`config.mk`:
```
export PLATFORM = sky130hd
export DESIGN_NAME = uart_baudgen
export DESIGN_NICKNAME = d
export VERILOG_FILES = /design/src/rtl/uart_pkg.sv /design/src/rtl/uart_os_div.sv /design/src/rtl/uart_baudgen.sv
export SDC_FILE = /design/constraint.sdc
export NUM_CORES = 1
export LEC_CHECK = 0
export ABC_AREA = 1
export ABC_CLOCK_PERIOD_IN_PS = 5730
export CAP_MARGIN = 40
export CORE_AREA = 2 2 81 121
export CTS_BUF_LIST = sky130_fd_sc_hd__clkbuf_16
export DETAILED_ROUTE_END_ITERATION = 8
export DIE_AREA = 0 0 83 123
export PLACE_DENSITY_LB_ADDON = 0.12
export SLEW_MARGIN = 20
export SYNTH_ARGS = -nofsm -noshare
export SYNTH_HDL_FRONTEND = slang
export SYNTH_SLANG_ARGS = --single-unit
```
`constraint.sdc`:
```
create_clock -name iClk -period 5.73 [get_ports iClk]
set_input_delay 1.4325 -clock iClk [delete_from_list [all_inputs] [get_ports iClk]]
set_output_delay 1.4325 -clock iClk [all_outputs]
set_load 0.02 [all_outputs]
```
`src/rtl/uart_pkg.sv`:
```
// Shared UART constants and helpers.
// Used by the baud generator and the other UART blocks.
package uart_pkg;

  localparam int unsigned CLK_FREQ_DEF   = 50_000_000;
  localparam int unsigned BAUD_DEF       = 9600;
  localparam int unsigned OVERSAMPLE_DEF = 16;

  // Truncated oversample divisor for a given clock/baud/oversample.
  function automatic int unsigned calc_div(
    input int unsigned clk_freq,
    input int unsigned baud,
    input int unsigned os
  );
    return clk_freq / (baud * os);
  endfunction

endpackage

```
`src/rtl/uart_os_div.sv`:
```
// Oversample divider: period counter, active divisor, tick.
// Fraction accumulator present with UART_BAUDGEN_FRAC_EN.
module uart_os_div #(
  parameter int unsigned      DIV_W   = 16,
  parameter logic [DIV_W-1:0] DIV_RST = '0
) (
  input  logic             clk_i,
  input  logic             rst_i,
  input  logic             en_i,
  input  logic             restart_i,
  input  logic [DIV_W-1:0] div_i,
`ifdef UART_BAUDGEN_FRAC_EN
  input  logic [3:0]       frac_i,
`endif
  output logic             wrap_o,
  output logic             tick_o,
  output logic [DIV_W-1:0] div_o
);

  logic [DIV_W-1:0] cnt_q, cnt_d;
  logic [DIV_W-1:0] div_q, div_d;
  logic             tick_q, tick_d;
  logic [DIV_W-1:0] last;
  logic             wrap;

`ifdef UART_BAUDGEN_FRAC_EN
  logic [3:0] frac_q, frac_d;
  logic [3:0] acc_q, acc_d;
  logic       ext_q, ext_d;
  logic [4:0] sum;

  assign sum  = {1'b0, acc_q} + {1'b0, frac_q};
  assign last = div_q - DIV_W'(1) + DIV_W'(ext_q);
`else
  assign last = div_q - DIV_W'(1);
`endif

  assign wrap   = en_i && (cnt_q == last);
  assign wrap_o = wrap;
  assign tick_o = tick_q;
  assign div_o  = div_q;

  // Next state: restart > wrap > count.
  always_comb begin
    cnt_d  = cnt_q;
    div_d  = div_q;
    tick_d = 1'b0;
`ifdef UART_BAUDGEN_FRAC_EN
    frac_d = frac_q;
    acc_d  = acc_q;
    ext_d  = ext_q;
`endif
    if (restart_i) begin
      cnt_d  = '0;
      div_d  = div_i;
`ifdef UART_BAUDGEN_FRAC_EN
      frac_d = frac_i;
      acc_d  = '0;
      ext_d  = 1'b0;
`endif
    end else if (wrap) begin
      cnt_d  = '0;
      tick_d = 1'b1;
      div_d  = div_i;
`ifdef UART_BAUDGEN_FRAC_EN
      frac_d = frac_i;
      acc_d  = sum[3:0];
      ext_d  = sum[4];
`endif
    end else if (en_i) begin
      cnt_d = cnt_q + DIV_W'(1);
    end
  end

  // State registers with synchronous reset.
  always_ff @(posedge clk_i) begin
    if (rst_i) begin
      cnt_q  <= '0;
      div_q  <= DIV_RST;
      tick_q <= 1'b0;
`ifdef UART_BAUDGEN_FRAC_EN
      frac_q <= '0;
      acc_q  <= '0;
      ext_q  <= 1'b0;
`endif
    end else begin
      cnt_q  <= cnt_d;
      div_q  <= div_d;
      tick_q <= tick_d;
`ifdef UART_BAUDGEN_FRAC_EN
      frac_q <= frac_d;
      acc_q  <= acc_d;
      ext_q  <= ext_d;
`endif
    end
  end

endmodule

```
`src/rtl/uart_baudgen.sv`:
```
// UART baud generator: shadow divisor, baud counter, resync.
// Optional fractional divisor: UART_BAUDGEN_FRAC_EN.
module uart_baudgen
  import uart_pkg::*;
#(
  parameter int unsigned CLK_FREQ     = CLK_FREQ_DEF,
  parameter int unsigned BAUD_DEFAULT = BAUD_DEF,
  parameter int unsigned OVERSAMPLE   = OVERSAMPLE_DEF,
  parameter int unsigned DIV_W        = 16
) (
  input  logic             iClk,
  input  logic             iRst,
  input  logic             iEn,
  input  logic             iResync,
  input  logic             iDiv_load,
  input  logic [DIV_W-1:0] iDiv,
`ifdef UART_BAUDGEN_FRAC_EN
  input  logic [3:0]       iFrac,
`endif
  output logic             oOs_tick,
  output logic             oBaud_tick,
  output logic [DIV_W-1:0] oDiv,
  output logic             oCfg_err
);

  localparam logic [DIV_W-1:0] DIV_RST =
    DIV_W'(calc_div(CLK_FREQ, BAUD_DEFAULT, OVERSAMPLE));
  localparam int unsigned BW = $clog2(OVERSAMPLE);
  localparam logic [BW-1:0] B_LAST = BW'(OVERSAMPLE - 1);
  localparam logic [BW-1:0] B_HALF = BW'(OVERSAMPLE / 2);

  logic [DIV_W-1:0] sh_q, sh_d;
  logic             err_q, err_d;
  logic [BW-1:0]    bcnt_q, bcnt_d;
  logic             btick_q, btick_d;
  logic             wrap;

`ifdef UART_BAUDGEN_FRAC_EN
  logic [3:0] shf_q, shf_d;
`endif

  // Shadow capture; a zero divisor is rejected and flagged.
  always_comb begin
    sh_d  = sh_q;
    err_d = 1'b0;
`ifdef UART_BAUDGEN_FRAC_EN
    shf_d = shf_q;
`endif
    if (iDiv_load) begin
      if (iDiv == '0) begin
        err_d = 1'b1;
      end else begin
        sh_d  = iDiv;
`ifdef UART_BAUDGEN_FRAC_EN
        shf_d = iFrac;
`endif
      end
    end
  end

  // Baud counter: resync preloads half a bit, wraps emit ticks.
  always_comb begin
    bcnt_d  = bcnt_q;
    btick_d = 1'b0;
    if (iResync) begin
      bcnt_d = B_HALF;
    end else if (wrap) begin
      if (bcnt_q == B_LAST) begin
        bcnt_d  = '0;
        btick_d = 1'b1;
      end else begin
        bcnt_d = bcnt_q + BW'(1);
      end
    end
  end

  // State registers with synchronous reset.
  always_ff @(posedge iClk) begin
    if (iRst) begin
      sh_q    <= DIV_RST;
      err_q   <= 1'b0;
      bcnt_q  <= '0;
      btick_q <= 1'b0;
`ifdef UART_BAUDGEN_FRAC_EN
      shf_q   <= '0;
`endif
    end else begin
      sh_q    <= sh_d;
      err_q   <= err_d;
      bcnt_q  <= bcnt_d;
      btick_q <= btick_d;
`ifdef UART_BAUDGEN_FRAC_EN
      shf_q   <= shf_d;
`endif
    end
  end

  uart_os_div #(
    .DIV_W   (DIV_W),
    .DIV_RST (DIV_RST)
  ) u_os_div (
    .clk_i     (iClk),
    .rst_i     (iRst),
    .en_i      (iEn),
    .restart_i (iResync),
    .div_i     (sh_d),
`ifdef UART_BAUDGEN_FRAC_EN
    .frac_i    (shf_d),
`endif
    .wrap_o    (wrap),
    .tick_o    (oOs_tick),
    .div_o     (oDiv)
  );

  assign oBaud_tick = btick_q;
  assign oCfg_err   = err_q;

endmodule

```
==> impl.org, run 1 <==
** CTS
- TritonCTS built the clock tree.
- In this run the number of H-tree levels came out at 2.
- CTS sink cnt :: 55
- The number of clock buffers added by TritonCTS is 5.
- Count of hold-fix buffers inserted at cts :: 0
- Clock tree buffer depth :: 2
- CTS placed an instance of sky130_fd_sc_hd__clkbuf_16 at the clock tree root.
- Clock-pin slew was measured on the worst setup and hold paths at 0.06 ns.
- Number of resized instances in the post-cts repair step :: 0
- Post-CTS timing repair inserted 0 buffers for setup.
- At the later pin of the worst-skew pair, clock insertion delay measures 0.29 ns.

** Placement
- Detailed placement HPWL :: 6.38 mm
- Final weighted congestion in routability-driven placement :: 0.883
- I/O Buffers :: 39

** Setup path
- Traced cell by cell, the critical path runs through clkdlybuf4s50_1, inv_1, a21oi_1, nand3_1, nor2_1, nand2_1, nor3_1, nand3_2, nand3_2, nand2_1, nand2_1, inv_1.
- Kind of start point of the critical path :: input port
- Maximum net fanout on the critical path :: 33
- The worst setup path is captured at a register.
- Setup slack on the worst reg-to-reg path comes out at 2.97 ns.
- The endpoint identified for the worst register-to-register timing path is u_os_div.div_o[0].
- Data arrival, critical path :: 3.61 ns
- The startpoint identified for the worst register-to-register timing path is u_os_div.div_o[0].
- In this design, the stage delay of the slowest critical-path cell is 0.54 ns.
- Among all stages on the critical path, the largest delay is contributed by sky130_fd_sc_hd__clkdlybuf4s50_1.
- Data on the critical path is required at its endpoint by 5.92 ns.
- Path type of the worst setup path :: in2reg
- Measured in cells, the most critical reg-to-reg path has a length of 13.
- Cell repeated most along the worst path :: sky130_fd_sc_hd__nand2_1

** Logic synthesis
- Synthesized netlist net count :: 512
- Sequential cell area fraction in the yosys report :: 35.1%
- Area fraction in and, or, nand and nor cells after synthesis :: 43.0%
- By area, the combinational part of the netlist is dominated by simple AND/OR/NAND/NOR gates.
- Cell area after synthesis :: 3130 µm²
- Count of state elements after synthesis :: 55
- Post-Synthesis Mean Instance Area :: 6.42 µm²
- Fraction of the mapped netlist area in compound gates :: 5.67%
- Yosys warning total :: 0
- Unique masters post-synth :: 29
- Arithmetic-cell share of the synthesized area counting full adders, half adders and majority gates :: 1.20%
- Gate count of the mapped netlist :: 488
- Multiplexer share of the synthesized area :: 0%
- Area share of xor/xnor cells in the synthesized design :: 4.19%

** Final layout
- For this run, the post-layout net count is 551.
- Leading cell type in the layout, fill and taps excluded :: sky130_fd_sc_hd__nand2_1
- Layout overhead on the synthesized area :: 19.3%
- Fraction of layout instances using a drive strength above 1 :: 8.94%
- Fill cell count :: 1008
- In the layout the commonest cells are sky130_fd_sc_hd__nand2_1, sky130_fd_sc_hd__inv_1, sky130_fd_sc_hd__dfxtp_1.
- Diode insertion count for antenna repair :: 0

** Drt
- After the first detailed-routing iteration, the DRC count stood at 166.
- Routed via count divided by cell count :: 4.65
- Number of detailed-route iterations in the first pass :: 5
- In this run the remaining antenna-violating nets after routing total 0.
- Aggregate routed wire length :: 7.95 mm
- After detailed routing, the number of remaining DRC violations is 0.
- The routed layout has 2968 vias.
- Mean routed wirelength per cell :: 12.5 µm

** Min path
- WHS Path Cells :: 2
- The min-delay analysis places its worst path in the category reg2reg.
- Hold Path End :: sh_q[8]
- Start point of the worst min-delay path :: sh_q[8]

** Status
- The run finished with clean final reports.

** Pwr
- Combinational logic burns 19.8% of the power.
- Reported leakage power :: 1.82 nW
- The analysis attributes to net switching a power of 0.250 mW.
- Summing internal, switching and leakage power gives 0.880 mW.
- The worst-case IR drop observed on VDD is 0.159 mV.
- Internal cell power :: 0.630 mW
- Clock network power share :: 32.2%
- Pwr per Cell Area :: 235 nW/µm²
- Switching share of total power :: 28.4%
- Sequential cells burn 48.0% of the power.

** STA
- The final critical path takes up 59.8% of the cycle.
- Total of endpoints with negative setup slack in the final report :: 0
- At the pin with the least slew margin, the transition time is 0.712 ns.
- The hold violation total from the final report came to 0.
- Worst relative slew slack :: 52.5%
- Final-report max-slew violation count :: 0
- Setup repair after global routing missed its margin :: no
- For the final database, setup skew stands at 0.00337 ns.
- Setup TNS :: 0 ns
- Subtracting the final worst setup slack from the clock period gives 3.42 ns.
- Based on the critical path, the design can be clocked at up to 292 MHz.

** GRT
- Entering global routing, the biggest net connects 34 pins.
- The number of global-route vias before repair is 2784.
- Global router's overall resource usage :: 15.9%
- The total overflow left after global routing is 0.
- The number of antenna violations at the first check in global routing came to 0.
- Global-route wire length before repair :: 13.1 mm

** Floorplanning
- After floorplanning, the core was divided into 43 placement rows.
- The floorplan step set the die height to 123 µm.
- During I/O placement, the number of pins put on the boundary was 40.
- For this configuration, the core starts out at a cell density of 34.1%.
- Die Outline Area :: 10200 µm²
- From left edge to right edge, the die measures 83 µm.
- Area of the core region :: 9200 µm²

** Flow run
- Number of max-cap violations :: 0
-- synthesized netlist by cell type --
master                     instances  area share, %
sky130_fd_sc_hd__o21bai_1          1           0.24
sky130_fd_sc_hd__buf_6             3            1.1
sky130_fd_sc_hd__dfxtp_1          55             35
sky130_fd_sc_hd__or2_1             1           0.20
sky130_fd_sc_hd__buf_2             1           0.16
sky130_fd_sc_hd__inv_2             1           0.12
sky130_fd_sc_hd__o21ai_0          15            2.4
sky130_fd_sc_hd__nor2_1           53            6.3
sky130_fd_sc_hd__nor2_2            6            1.2
sky130_fd_sc_hd__nand3_1          33            5.3
sky130_fd_sc_hd__xor2_1           10            2.8
sky130_fd_sc_hd__buf_4             1           0.24
sky130_fd_sc_hd__nand3b_1          3           0.72
sky130_fd_sc_hd__nor2_4            4            1.4
sky130_fd_sc_hd__nand2_2           2           0.40
sky130_fd_sc_hd__nand3_2           5            1.6
sky130_fd_sc_hd__nor3_1           11            1.8
sky130_fd_sc_hd__inv_1            75            9.0
sky130_fd_sc_hd__nor4_1            1           0.20
sky130_fd_sc_hd__xnor2_1           5            1.4
sky130_fd_sc_hd__ha_1              3            1.2
sky130_fd_sc_hd__nand2_1         149             18
sky130_fd_sc_hd__a31o_2            1           0.28
sky130_fd_sc_hd__clkbuf_1          2           0.24
sky130_fd_sc_hd__or2_2            23            4.6
sky130_fd_sc_hd__o21ai_1           2           0.32
sky130_fd_sc_hd__nand4_1           7            1.4
sky130_fd_sc_hd__a21oi_1          14            2.2
sky130_fd_sc_hd__a31oi_1           1           0.20
-- cells by family after synthesis --
group           after synthesis
compound gates               34
flops                        55
simple gates                298
fa+ha+maj                     3
xor+xnor                     15
buf+inv                      83
-- final cells by class --
class / instances / area (µm²) / share of cell area (%)
inverter: 76 / 285 / 7.63
multi-input combinational: 350 / 1690 / 45.3
sequential: 55 / 1100 / 29.5
tap: 112 / 140 / 3.75
timing repair buffer: 39 / 390 / 10.4
clock buffer: 5 / 125 / 3.35
clock inverter: 1 / 3.75 / 0.100
-- worst max-delay path: cells and delay by family --
family / cells / cell delay (ns)
buffers and inverters: 3 / 0.68
AOI/OAI and AO/OA: 1 / 0.13
and+or+nand+nor: 8 / 1.36
-- power by group through the flow --
stage / Clock [mW] / Sequential (mW) / Combinational, mW
final: 0.284 / 0.422 / 0.174
after global routing: 0.312 / 0.425 / 0.196
after CTS: 0.293 / 0.423 / 0.176
after detailed placement: 0 / 0.431 / 0.175
after global placement: 0 / 0.431 / 0.174
after floorplan: 0 / 0.438 / 0.102
-- state kept, by name, summed over array words and instances (netlist names) --
name and count:
u_os_div.cnt_q 16, oBaud_tick 1, sh_q 16, u_os_div.div_o 16
oCfg_err 1, u_os_div.tick_o 1, bcnt_q 4
-- layer usage --
layer	global-route usage [%]	up-vias	share of wire [%]
li1	-	1579	-
met1	17.9	1321	44
met2	30.2	58	51
met3	2.20	10	3.4
met4	6.35	0	2.3
met5	0	-	0
-- worst max-delay path by stage --
| stage | from | to | cells past startpoint |
|---|---|---|---|
| after floorplan | iDiv[15] | u_os_div.div_o[10] | 12 |
| after global placement | iEn | u_os_div.div_o[9] | 12 |
| after detailed placement | iEn | u_os_div.div_o[4] | 12 |
| after CTS | iEn | u_os_div.div_o[4] | 12 |
| after global routing | iEn | u_os_div.div_o[7] | 12 |
| final | iEn | u_os_div.div_o[4] | 12 |
-- metrics by stage --
stage | setup slack (ns) | instances | utilization, % | hold slack, ns | instance area [µm²]
2_1_floorplan | 3.04 | 488 | - | 0.440 | 3130
3_3_place_gp | 2.03 | 632 | 39.2 | 0.464 | 3610
3_5_place_dp | 1.96 | 632 | 39.2 | 0.457 | 3610
4_1_cts | 2.27 | 638 | 40.6 | 0.473 | 3740
5_1_grt | 1.99 | 638 | 40.6 | 0.514 | 3740
6_report | 2.31 | 638 | 40.6 | 0.473 | 3740
No activity file was read; power rests on OpenSTA's default activity.
==> run 2: changes to the inputs <==
ABC_CLOCK_PERIOD_IN_PS = 3100   (was 5730)
clock period = 3.1 ns   (was 5.73 ns; I/O delays follow)
==> impl.org, run 2 (synthesis gave the netlist of run 1 again) <==
** Min path
- The startpoint of the worst hold path was sh_q[2] (was sh_q[8]).
- The type of the tightest min-delay check is reg2reg (unchanged).

** STA
- Setup repair after global routing missed its margin: no (unchanged).
- Time the final worst path needs with I/O delays and setup :: 2.58 ns
- The final count of pins violating max slew came to 0 (unchanged).
- Worst relative slew slack :: 71.2% (was 52.5%)
- Share of the clock period used by the worst path after layout :: 83.2%
- Highest clock frequency the design can meet :: 388 MHz
- The final worst slack came to 0.521 ns (was 2.31 ns).
- The hold violation total from the final report is 0 (unchanged).
- The number of endpoints failing setup at the final stage is 0 (unchanged).
- Final Skew :: 0.00841 ns (was 0.00337 ns)
- The post-route setup TNS is 0 ns (unchanged).
- Tightest Pin Transition :: 0.432 ns (was 0.712 ns)

** Drt
- Routed via count divided by cell count :: 4.64 (was 4.65)
- The number of antenna-violating nets in the routed design came to 0 (unchanged).
- The total vias in the final route was 2985 (was 2968).
- The detailed-route wire length per cell was 12.4 µm (was 12.5 µm).
- The first-iteration detailed-routing DRC count is 116 (was 166).
- Aggregate routed wire length :: 8.00 mm (was 7.95 mm)
- The total iterations of the first detailed-routing run was 4 (was 5).
- The number of design rule violations left after detail routing was 0 (unchanged).

** CTS
- The total of hold buffers inserted after clock tree synthesis is 0 (unchanged).
- Clock tree from TritonCTS :: built (unchanged)
- The buffer depth of the longest clock path was 2 (unchanged).
- Clock latency of the later-clocked register in the worst-skew pair :: 0.30 ns (was 0.29 ns)
- The post-CTS repair timing setup buffer count is 0 (unchanged).
- The number of buffers inserted during clock tree synthesis came to 5 (unchanged).
- The post-cts gate resize count came to 0 (unchanged).
- CTS sink cnt :: 55 (unchanged)
- Clock tree root buffer cell :: sky130_fd_sc_hd__clkbuf_16 (unchanged)
- Number of levels the H-tree was split into :: 2 (unchanged)
- CTS clk-pin slew, worst paths :: 0.08 ns (was 0.06 ns)

** Setup path
- Kind of start point of the critical path :: input port (unchanged)
- Slowest library cell on the worst path :: sky130_fd_sc_hd__clkdlybuf4s50_1 (unchanged)
- The count of cells along the worst register-to-register path was 14 (was 13).
- The setup slack of the most critical reg-to-reg path is 0.71 ns (was 2.97 ns).
- The data arrival time of the critical path was 2.79 ns (was 3.61 ns).
- Path type of the worst setup path :: in2reg (unchanged)
- The worst flop-to-flop path endpoint is u_os_div.div_o[9] (was u_os_div.div_o[0]).
- CP Launch Point :: iEn (unchanged)
- Cell repeated most along the worst path :: sky130_fd_sc_hd__nand2_1 (unchanged)
- The critical path data required time is 3.31 ns (was 5.92 ns).
- Startpoint of the worst-slack reg-to-reg timing path :: u_os_div.div_o[0] (unchanged)
- The maximum fanout count along the critical path was 15 (was 33).
- Capturing instance or port of the critical path :: u_os_div.div_o[9] (was u_os_div.div_o[4])
- The type of element capturing the critical path was a register (unchanged).
- The delay of the slowest critical-path stage is 0.55 ns (was 0.54 ns).
- Cell-by-cell trace of the critical path: clkdlybuf4s50_1, inv_1, a21oi_1, nand3_1, nor2_1, nand2_1, nor3_1, nand3_2, nand3_2, buf_4, nand2_1, nand2_1, inv_1 (was clkdlybuf4s50_1, inv_1, a21oi_1, nand3_1, nor2_1, nand2_1, nor3_1, nand3_2, nand3_2, nand2_1, nand2_1, inv_1).

** Final layout
- The number of filler instances in the final layout is 991 (was 1008).
- Commonest non-fill, non-tap cells in the layout :: sky130_fd_sc_hd__nand2_1, sky130_fd_sc_hd__inv_1, sky130_fd_sc_hd__dfxtp_1 (unchanged)
- Diode insertion count for antenna repair :: 0 (unchanged)
- The number of nets at the end of the flow was 555 (was 551).
- Fraction of layout instances using a drive strength above 1 :: 9.96% (was 8.94%)
- Layout overhead on the synthesized area :: 20.8% (was 19.3%)
- Leading cell type in the layout, fill and taps excluded :: sky130_fd_sc_hd__nand2_1 (unchanged)

** Placement
- The post-placement setup slack was 0.178 ns (was 1.96 ns).
- The placer's final routability congestion estimate is 0.918 (was 0.883).
- The placed wire-length estimate after detailed placement was 6.43 mm (was 6.38 mm).
- The number of buffer cells added on primary ports came to 39 (unchanged).

** GRT
- Global router's overall resource usage :: 16.4% (was 15.9%)
- Number of antenna violations at the first check in global routing :: 0 (unchanged)
- The number of global-route vias before repair is 2905 (was 2784).
- The global-route wire length before repair came to 13.4 mm (was 13.1 mm).
- Remaining global-route overflow :: 0 (unchanged)
- The pin count of the biggest net entering global routing came to 18 (was 34).

** Pwr
- Pwr per Cell Area :: 444 nW/µm² (was 235 nW/µm²)
- The static leakage came to 1.84 nW (was 1.82 nW).
- The worst ir drop on vdd came to 0.293 mV (was 0.159 mV).

** Floorplanning
- The boundary pin count came to 40 (unchanged).
- The number of standard-cell rows in the floorplan is 43 (unchanged).
- The area enclosed by the die boundary is 10200 µm² (unchanged).
- Initial core utilization :: 34.1% (unchanged)
- Area of the core region :: 9200 µm² (unchanged)
- Die span in y :: 123 µm (unchanged)
- The horizontal die dimension is 83 µm (unchanged).

** Status
- Run status :: finished, final reports clean (unchanged)

** Flow run
- Number of max-cap violations :: 0 (unchanged)
==> run 2: cell types whose count changed in the layout (fill, tap and decap cells not counted), sizes merged <==
cell,change
clkinvlp,+1
buf,+4
inv,+1
==> run 2: critical path: cells and delay by family <==
family,cells,cell delay [ns]
AND/OR/NAND/NOR,8,0.96
AO/OA/AOI/OAI,1,0.13
buffers and inverters,4,0.91
==> run 2: metal layers <==
| layer | GRT usage, % | routed length [µm] | part of all wire, % | up-vias |
|---|---|---|---|---|
| met5 | 0 | 0 | 0 | - |
| met4 | 6.35 | 189 | 2.4 | 0 |
| met3 | 2.47 | 221 | 2.8 | 12 |
| met2 | 32.0 | 4240 | 53 | 59 |
| met1 | 17.6 | 3350 | 42 | 1326 |
| li1 | - | - | - | 1588 |
==> run 2: stage by stage <==
stage	hold WS, ns	instances	utilization (%)	power (mW)	area [µm²]
floorplan	0.440	488	-	0.997	3130
global placement	0.459	636	39.6	1.12	3640
detailed placement	0.457	636	39.6	1.12	3640
CTS	0.482	644	41.1	1.71	3780
global route	0.506	644	41.1	1.77	3780
finish	0.475	644	41.1	1.68	3780
==> run 2: worst min path at each step <==
stage | endpoint | slack [ns] | cells past startpoint
2_1_floorplan | sh_q[0] | 0.44 | 2
3_3_place_gp | sh_q[2] | 0.46 | 2
3_5_place_dp | sh_q[0] | 0.46 | 2
4_1_cts | sh_q[2] | 0.48 | 2
5_1_grt | sh_q[6] | 0.51 | 2
6_report | sh_q[2] | 0.48 | 2
==> run 2: layout make-up <==
class / count / area, µm² / share of cell area (%)
Tap cell: 112 / 140 / 3.70
Multi-Input combinational cell: 350 / 1690 / 44.7
Clock inverter: 3 / 20.0 / 0.529
Clock buffer: 5 / 125 / 3.31
Sequential cell: 55 / 1100 / 29.1
Inverter: 76 / 285 / 7.54
Timing Repair Buffer: 43 / 420 / 11.1
==> run 2: power by group <==
part | internal (mW) | total (mW) | switching (mW)
combinational | 0.137 | 0.326 | 0.188
clock | 0.300 | 0.576 | 0.275
sequential | 0.742 | 0.780 | 0.0376
total | 1.18 | 1.68 | 0.501
